==> config.mk <==
export PLATFORM = sky130hd
export DESIGN_NAME = wb_i2c_reg_slave
export DESIGN_NICKNAME = d
export VERILOG_FILES = /design/src/rtl/wb_i2c_reg_slave.sv
export SDC_FILE = /design/constraint.sdc
export NUM_CORES = 1
export LEC_CHECK = 0
export ABC_CLOCK_PERIOD_IN_PS = 1400
export BUFFER_PORTS_ARGS = -buffer_cell sky130_fd_sc_hd__clkbuf_2
export CAP_MARGIN = 10
export CORE_MARGIN = 2
export CORE_UTILIZATION = 45
export CTS_CLUSTER_DIAMETER = 60
export DETAILED_ROUTE_END_ITERATION = 6
export PLACE_DENSITY = 0.74
export SLEW_MARGIN = 15
export SYNTH_ARGS = -nofsm -noshare
export SYNTH_HDL_FRONTEND = slang
export SYNTH_SLANG_ARGS = --single-unit
export TNS_END_PERCENT = 50
==> constraint.sdc <==
create_clock -name clk_i -period 1.4 [get_ports clk_i]
set_input_delay 0.28 -clock clk_i [delete_from_list [all_inputs] [get_ports clk_i]]
set_output_delay 0.28 -clock clk_i [all_outputs]
set_load 0.005 [all_outputs]
==> src/rtl/wb_i2c_reg_slave.sv <==
// wb_i2c_reg_slave: Wishbone register front-end issuing byte commands to the I2C engine
module wb_i2c_reg_slave #(
  parameter int ADDR_WIDTH = 2,
  parameter int DATA_WIDTH = 8
) (
  input  logic                  clk_i,
  input  logic                  rst_i,
  input  logic                  cyc_i,
  input  logic                  stb_i,
  input  logic                  we_i,
  input  logic [ADDR_WIDTH-1:0] adr_i,
  input  logic [DATA_WIDTH-1:0] dat_i,
  output logic [DATA_WIDTH-1:0] dat_o,
  output logic                  ack_o,
  output logic                  irq_o,
  output logic                  cmd_valid_o,
  input  logic                  cmd_ready_i,
  output logic [2:0]            cmd_code_o,
  output logic [7:0]            cmd_data_o,
  input  logic                  rsp_valid_i,
  input  logic [2:0]            rsp_status_i,
  input  logic [7:0]            rsp_data_i,
  input  logic                  bus_busy_i,
  input  logic                  bus_cap_i,
  input  logic [7:0]            fsm_state_i
);
  typedef enum logic [1:0] {IDLE, REQ, WAIT} state_t;
  state_t state, state_n;
  logic req, wr, rd, csr_wr, dpr_wr, cmdr_wr, cmdr_rd, abort, issue, reject, done;
  logic csr_e, csr_ie, don, nak, al, err, irq_pending;
  logic [3:0] csr_id;
  logic [7:0] dpr_rd, dpr_sh, rd_mux;
  always_comb begin
    req = cyc_i & stb_i & ~ack_o;
    wr = req & we_i;
    rd = req & ~we_i;
    csr_wr = wr & (adr_i == ADDR_WIDTH'(0));
    dpr_wr = wr & (adr_i == ADDR_WIDTH'(1));
    cmdr_wr = wr & (adr_i == ADDR_WIDTH'(2));
    cmdr_rd = rd & (adr_i == ADDR_WIDTH'(2));
    abort = csr_wr & ~dat_i[7] & (state != IDLE);
    issue = cmdr_wr & csr_e & (state == IDLE);
    reject = cmdr_wr & ~csr_e & (state == IDLE);
    done = rsp_valid_i & (state == WAIT);
    state_n = state == IDLE ? (issue ? REQ : IDLE) :
              state == REQ  ? (abort ? IDLE : cmd_ready_i ? WAIT : REQ) :
              (done | abort) ? IDLE : WAIT;
    rd_mux = adr_i == ADDR_WIDTH'(0) ? {csr_e, csr_ie, bus_busy_i, bus_cap_i, csr_id} :
             adr_i == ADDR_WIDTH'(1) ? dpr_rd :
             adr_i == ADDR_WIDTH'(2) ? {don, nak, al, err, 1'b0, cmd_code_o} : fsm_state_i;
  end
  always_ff @(posedge clk_i)
    state <= !rst_i ? IDLE : state_n;
  always_ff @(posedge clk_i)
    if (!rst_i) begin
      ack_o <= 1'b0;
      dat_o <= '0;
      irq_o <= 1'b0;
      cmd_valid_o <= 1'b0;
      cmd_code_o <= '0;
      cmd_data_o <= '0;
      {csr_e, csr_ie, csr_id} <= '0;
      {don, nak, al, err, irq_pending} <= '0;
      dpr_rd <= '0;
      dpr_sh <= '0;
    end else begin
      ack_o <= req;
      dat_o <= rd ? DATA_WIDTH'(rd_mux) : '0;
      irq_o <= irq_pending & csr_ie & csr_e;
      cmd_valid_o <= state_n == REQ;
      irq_pending <= reject | done | (irq_pending & ~cmdr_rd);
      if (csr_wr) {csr_e, csr_ie, csr_id} <= {dat_i[7:6], dat_i[3:0]};
      if (dpr_wr) dpr_sh <= dat_i[7:0];
      if (state == IDLE) cmd_data_o <= dpr_wr ? dat_i[7:0] : dpr_sh;
      if (issue) begin
        cmd_code_o <= dat_i[2:0];
        {don, nak, al, err} <= '0;
      end
      if (reject) {don, err} <= 2'b01;
      if (done) begin
        don <= 1'b1;
        {nak, al, err} <= rsp_status_i;
        dpr_rd <= rsp_data_i;
      end
    end
endmodule

==> qor.yml, run 1 <==
status:
  status: "complete, but fails checks"
  failed_checks: "negative setup slack"
clock_tree:
  h-tree-depth: 2
  cts-root-buf: "clkbuf_8"
  insertion_delay_ns: 0.32
  clock-sinks: 51
  clkTransAtPathRegs_ns: 0.10
  cts_made_buffers: 5
  clockBufferDepth: 2
  cts_tree: "built"
finish:
  mostFrequentLayoutCell: "clkbuf_2"
  regArea_um2: 1020
  final_cell_mix: "clkbuf_2 (59), dfxtp_1 (50), o21ai_0 (25), a21oi_1 (24), nand2_1 (23)"
  diodes: 0
  fillCellCount: 383
  drive_gt1_share_pct: 34.5
  multiInputGateArea_um2: 936
  nets: 321
  area_growth_pct: 28.4
  stdcell_count: 336
synthesis:
  synthesis.area_um2: 2020
  synth_cell_types: 32
  syn-num-nets: 250
  synth_edf_count: 0
  synth_ff_type: "dfxtp_1"
  syn_avg_cell_area_um2: 9.54
  syn-instance-count: 212
  synthArstFlopShare_pct: 0
  synth-seq-area-share_pct: 50.5
  synth_warnings: 0
  ys_ff_latch: 51
route:
  via_per_inst: 5.54
  first_pass_iters: 4
  vias: 1862
  first_iter_violations: 104
  routed_wirelength_mm: 5.11
  wire_per_inst_um: 15.2
  drc_errors: 0
  ant_nets: 0
timing:
  fin_crit_ns: 1.51
  setup_ws_ns: -0.115
  slew_viol_final: 0
  slew_headroom_pct: 79.9
  tightestPinTransition_ns: 0.299
  setup_viol: 9
  rsz0062_at_grt: "yes"
  finalHoldViolCount: 0
  hold_ws_ns: 0.176
  max_freq_mhz: 660
  skew_ns: 0.0144
  tns_ns: -0.578
  final.period_utilization_pct: 108
worst_setup_path:
  required_ns: 1.64
  r2r_slack_ns: -0.11
  arrival_ns: 1.75
  startpoint_type: "flip-flop"
  path_class: "flip-flop to flip-flop"
  endpoint_kind: "flip-flop"
  crit_fanout: 3
job:
  max-cap-violations: 0
floorplan:
  io_pins: 60
  initial_core_util_pct: 46.4
  num_rows: 24
  die_w_um: 71.0
  die_h_um: 71.0
  fp.coreArea_um2: 4350
  dieArea_um2: 5050
placed_design:
  dp_hpwl_mm: 3.82
  place_inst: 327
  gp_congestion: 0.840
  port_buffers: 59
  pre_cts_slack_ns: -0.219
power:
  p_leak_nw: 1.05
  p_total_mw: 2.58
  p_per_area_nw_per_um2: 995
  peakVddDrop_mv: 0.681
hold_path:
  hold_class: "input port to flip-flop"
global_routing:
  grt.overflow.total: 0
  grtUsageTotal_pct: 21.4
  antenna_found_initial: 0
  grt_pass1_vias: 1753
  grt_pass1_wl_mm: 8.48
  grt_max_degree: 22
## metrics by stage
stage,util [%],instance area [µm²]
6_report,59.6,2600
5_1_grt,59.6,2600
4_1_cts,59.5,2590
3_5_place_dp,56.9,2480
3_3_place_gp,56.9,2480
2_1_floorplan,-,2020
## state kept, by name, indices dropped and copies added, names as in the netlist
register and flops:
cmd_data_o 8, dat_o 8, dpr_rd 8, dpr_sh 8
csr_id 4, cmd_code_o 3, state 2, ack_o 1
al 1, cmd_valid_o 1, csr_e 1, csr_ie 1
don 1, err 1, irq_o 1, irq_pending 1
nak 1
## path summary, 6_finish.rpt
kind,end,from,depth (start not counted)
worst max-delay path,err,state[0],3
worst min-delay path,dpr_rd[3],rsp_data_i[3],3
worst max register to register,err,state[0],3
worst min register to register,dpr_rd[0],dpr_rd[0],2
## synthesized netlist by cell type, drive strengths merged, types with 2 or more instances
cell type  number  area, µm²
o2bb2ai         2       17.5
nand2          23       86.3
dfxtp          51       1020
nand3b          3       22.5
mux2i           4       40.0
inv             2       7.51
o21ai          25        125
buf             3       16.3
nand3          19       95.1
nor2b           7       43.8
and3b           3       26.3
a21oi          24        120
nor2            3       11.3
clkbuf         12       45.0
or3             2       12.5
mux4            7        161
a31oi          10       62.6
nor3            2       21.3
or4b            2       23.8
## worst max-delay path, cell delays in order (launching register included)
cell	delay [ns]
dfxtp_2	0.33
or4b_4	0.54
or3_1	0.40
a31oi_1	0.17
## area by class of cell
class                   instances  area share [%]
clock buffers                   5            2.65
clock inverters                 3            1.01
inverters                       2           0.289
multi-input cells             144            36.0
flip-flops and latches         51            39.4
well taps                      52            2.51
repair buffers                 79            18.1
## cell families (layout without fill, tap and decap cells)
logic type / Yosys count / after routing / share of synthesized area [%]
DFF: 51 / 51 / 50.5
muxes: 11 / 11 / 9.96
and+or+nand+nor: 69 / 69 / 18.9
buffers and inverters: 17 / 89 / 3.40
AOI/OAI and AO/OA: 64 / 64 / 17.2
## report_power, final
part	total [mW]	switching, mW	internal, mW
Clock	0.892	0.524	0.368
Combinational	0.224	0.114	0.110
Sequential	1.47	0.00561	1.46
Total	2.58	0.644	1.94
## what timing repair did
item	4_1_cts	5_1_grt
resized for setup	0	1
buffers inserted	1	0
pin swaps	1	0
setup endpoints to repair	9	10
hold buffers	0	0
## per-layer routing
layer  part of all wire, %  up-vias  GRT usage (%)  wire length (µm)
met4                   1.2        0           6.92                59
met2                    51       58           36.9              2590
met5                     0        -              0                 0
li1                      -      912              -                 -
met1                    43      887           26.3              2170
met3                   5.7        5           5.41               290
Power figures use the tool's default switching activity.
==> inputs of run 2 (changes only) <==
SETUP_SLACK_MARGIN = 0.1   (was not set)
==> qor.yml, run 2 (synthesis gave the netlist of run 1 again) <==
status:
  status: "complete, but fails checks"
  failed_checks: "negative setup slack"
floorplan:
  num_rows: 24  # unchanged
  fp.coreArea_um2: 4350  # unchanged
  initial_core_util_pct: 46.4  # unchanged
  dieArea_um2: 5050  # unchanged
  die_w_um: 71.0  # unchanged
  die_h_um: 71.0  # unchanged
  io_pins: 60  # unchanged
worst_setup_path:
  required_ns: 1.63  # about the same
  endpoint_kind: "flip-flop"
  path_class: "flip-flop to flip-flop"
  r2r_start: "state[0]"
  arrival_ns: 1.68  # -0.07 ns
  reg2reg_depth: 4  # +1
  startpoint_type: "flip-flop"
  r2r_slack_ns: -0.05  # +0.06 ns
  reg2reg_to: "cmd_code_o[1]"
  crit_fanout: 5  # +2
power:
  peakVddDrop_mv: 0.495  # -27%
  p_leak_nw: 1.07  # +1.9%
  p_per_area_nw_per_um2: 953  # -4.2%
hold_path:
  hold_class: "input port to flip-flop"
  min_delay_path_depth: 3  # unchanged
  hold_end: "dpr_rd[2]"
  hold_start: "rsp_data_i[2]"
global_routing:
  antenna_found_initial: 0  # unchanged
  grtUsageTotal_pct: 20.9  # -0.56 points
  met2_usage_pct: 37.5  # +0.62 points
  grt_pass1_wl_mm: 8.27  # -2.4%
  grt_most_used_layer: "met2"
  grt.overflow.total: 0  # unchanged
  grtUsageMet3_pct: 4.27  # -1.1 points
  grt_max_degree: 22  # unchanged
  grt_pass1_vias: 1848  # +5.4%
  grt_use_met1_pct: 25.0  # -1.3 points
finish:
  mostFrequentLayoutCell: "clkbuf_2"
  multiInputGateArea_um2: 958  # +2.4%
  fin_area_um2: 2640  # +1.6%
  final_cell_mix: "clkbuf_2 (59), dfxtp_1 (50), a21oi_1 (24), nand2_1 (23), buf_4 (23)"
  final_core_util_pct: 60.6  # +0.95 points
  drive_gt1_share_pct: 37.0  # +2.5 points
  stdcell_count: 341  # +1.5%
  nets: 326  # +1.6%
  fillCellCount: 390  # +1.8%
  diodes: 0  # unchanged
  area_growth_pct: 30.4
  regArea_um2: 1020  # unchanged
placed_design:
  dp_hpwl_mm: 3.88  # +1.5%
  gp_congestion: 0.878  # +4.4%
  post_dp_cell_area_um2: 2500  # +0.91%
  place_inst: 330  # +0.92%
  pre_cts_slack_ns: -0.204  # +0.0151 ns
  port_buffers: 59  # unchanged
route:
  first_iter_violations: 68  # -35%
  wire_per_inst_um: 15.0  # -1.2%
  first_pass_iters: 4  # unchanged
  via_per_inst: 5.45  # -1.6%
  drc_errors: 0  # unchanged
  vias: 1860  # -0.11%
  routed_wirelength_mm: 5.13  # +0.31%
  ant_nets: 0  # unchanged
timing:
  slew_viol_final: 0  # unchanged
  finalHoldViolCount: 0  # unchanged
  max_freq_mhz: 688  # +4.2%
  slew_headroom_pct: 79.0  # -0.91 points
  fin_crit_ns: 1.45  # -0.0610 ns
  setup_viol: 6  # -3
  setup_ws_ns: -0.0536  # +0.0610 ns
  skew_ns: 0.00442  # -0.00998 ns
  tightestPinTransition_ns: 0.314  # +0.0151 ns
  rsz0062_at_grt: "yes"
  final.period_utilization_pct: 104  # -4.4 points
clock_tree:
  cts_made_buffers: 5  # unchanged
  clkTransAtPathRegs_ns: 0.09  # about the same
  cts_tree: "built"
  cts-root-buf: "clkbuf_8"
  holdBufCountCts: 0  # unchanged
  clock-sinks: 51  # unchanged
  clockBufferDepth: 2  # unchanged
  h-tree-depth: 2  # unchanged
  insertion_delay_ns: 0.30  # -0.02 ns
job:
  max-cap-violations: 0  # unchanged
## run 2: changes by cell type in the layout (fill, tap and decap cells not counted), sizes merged
cell      previous run  this run
clkbuf              64        65
buf                 20        25
clkinvlp             0         1
inv                  4         2
## run 2: layout make-up
cell class / instances / share of cell area, %
clock buffers: 6 / 2.75
well taps: 52 / 2.47
inverters: 2 / 0.285
clock inverters: 2 / 0.474
multi-input cells: 144 / 36.3
flip-flops and latches: 51 / 38.8
repair buffers: 84 / 18.9
## run 2: where the power goes
group          internal (mW)  switching (mW)  total [mW]
Combinational          0.114           0.116       0.231
Clock                  0.350           0.466       0.816
Sequential              1.46         0.00552        1.47
## run 2: what timing repair did
item	4_1_cts	5_1_grt
resized for setup	4	8
buffers inserted	2	1
pin swaps	6	0
endpoints found under the setup margin	10	20
## run 2: worst max-delay path: stages (launching register included)
cell and delay [ns]:
dfxtp_2 0.33, or4b_4 0.56, nor3_4 0.16, buf_6 0.15
mux2i_1 0.18
## run 2: metal layers
layer	wire, µm	part of all wire (%)
met2	2570	50
met1	2220	43
met3	279	5.4
met4	61	1.2
met5	0	0
## run 2: metrics by stage
stage,hold WS (ns),setup TNS (ns),power (mW)
2_1_floorplan,0.416,-0.232,1.60
3_3_place_gp,0.443,-1.75,1.72
3_5_place_dp,0.444,-2.10,1.73
4_1_cts,0.188,-0.0963,2.53
5_1_grt,0.212,-0.517,2.61
6_report,0.202,-0.229,2.51
## run 2: worst max-delay path by stage
stage          startpoint             to  slack, ns  cells past startpoint
2_1_floorplan    state[0]    irq_pending      -0.04                      3
3_3_place_gp     adr_i[0]  cmd_code_o[0]      -0.18                      4
3_5_place_dp     adr_i[0]  cmd_code_o[2]      -0.20                      4
4_1_cts          state[0]  cmd_code_o[1]      -0.04                      4
5_1_grt          state[0]  cmd_code_o[2]      -0.12                      4
6_report         state[0]  cmd_code_o[1]      -0.05                      4
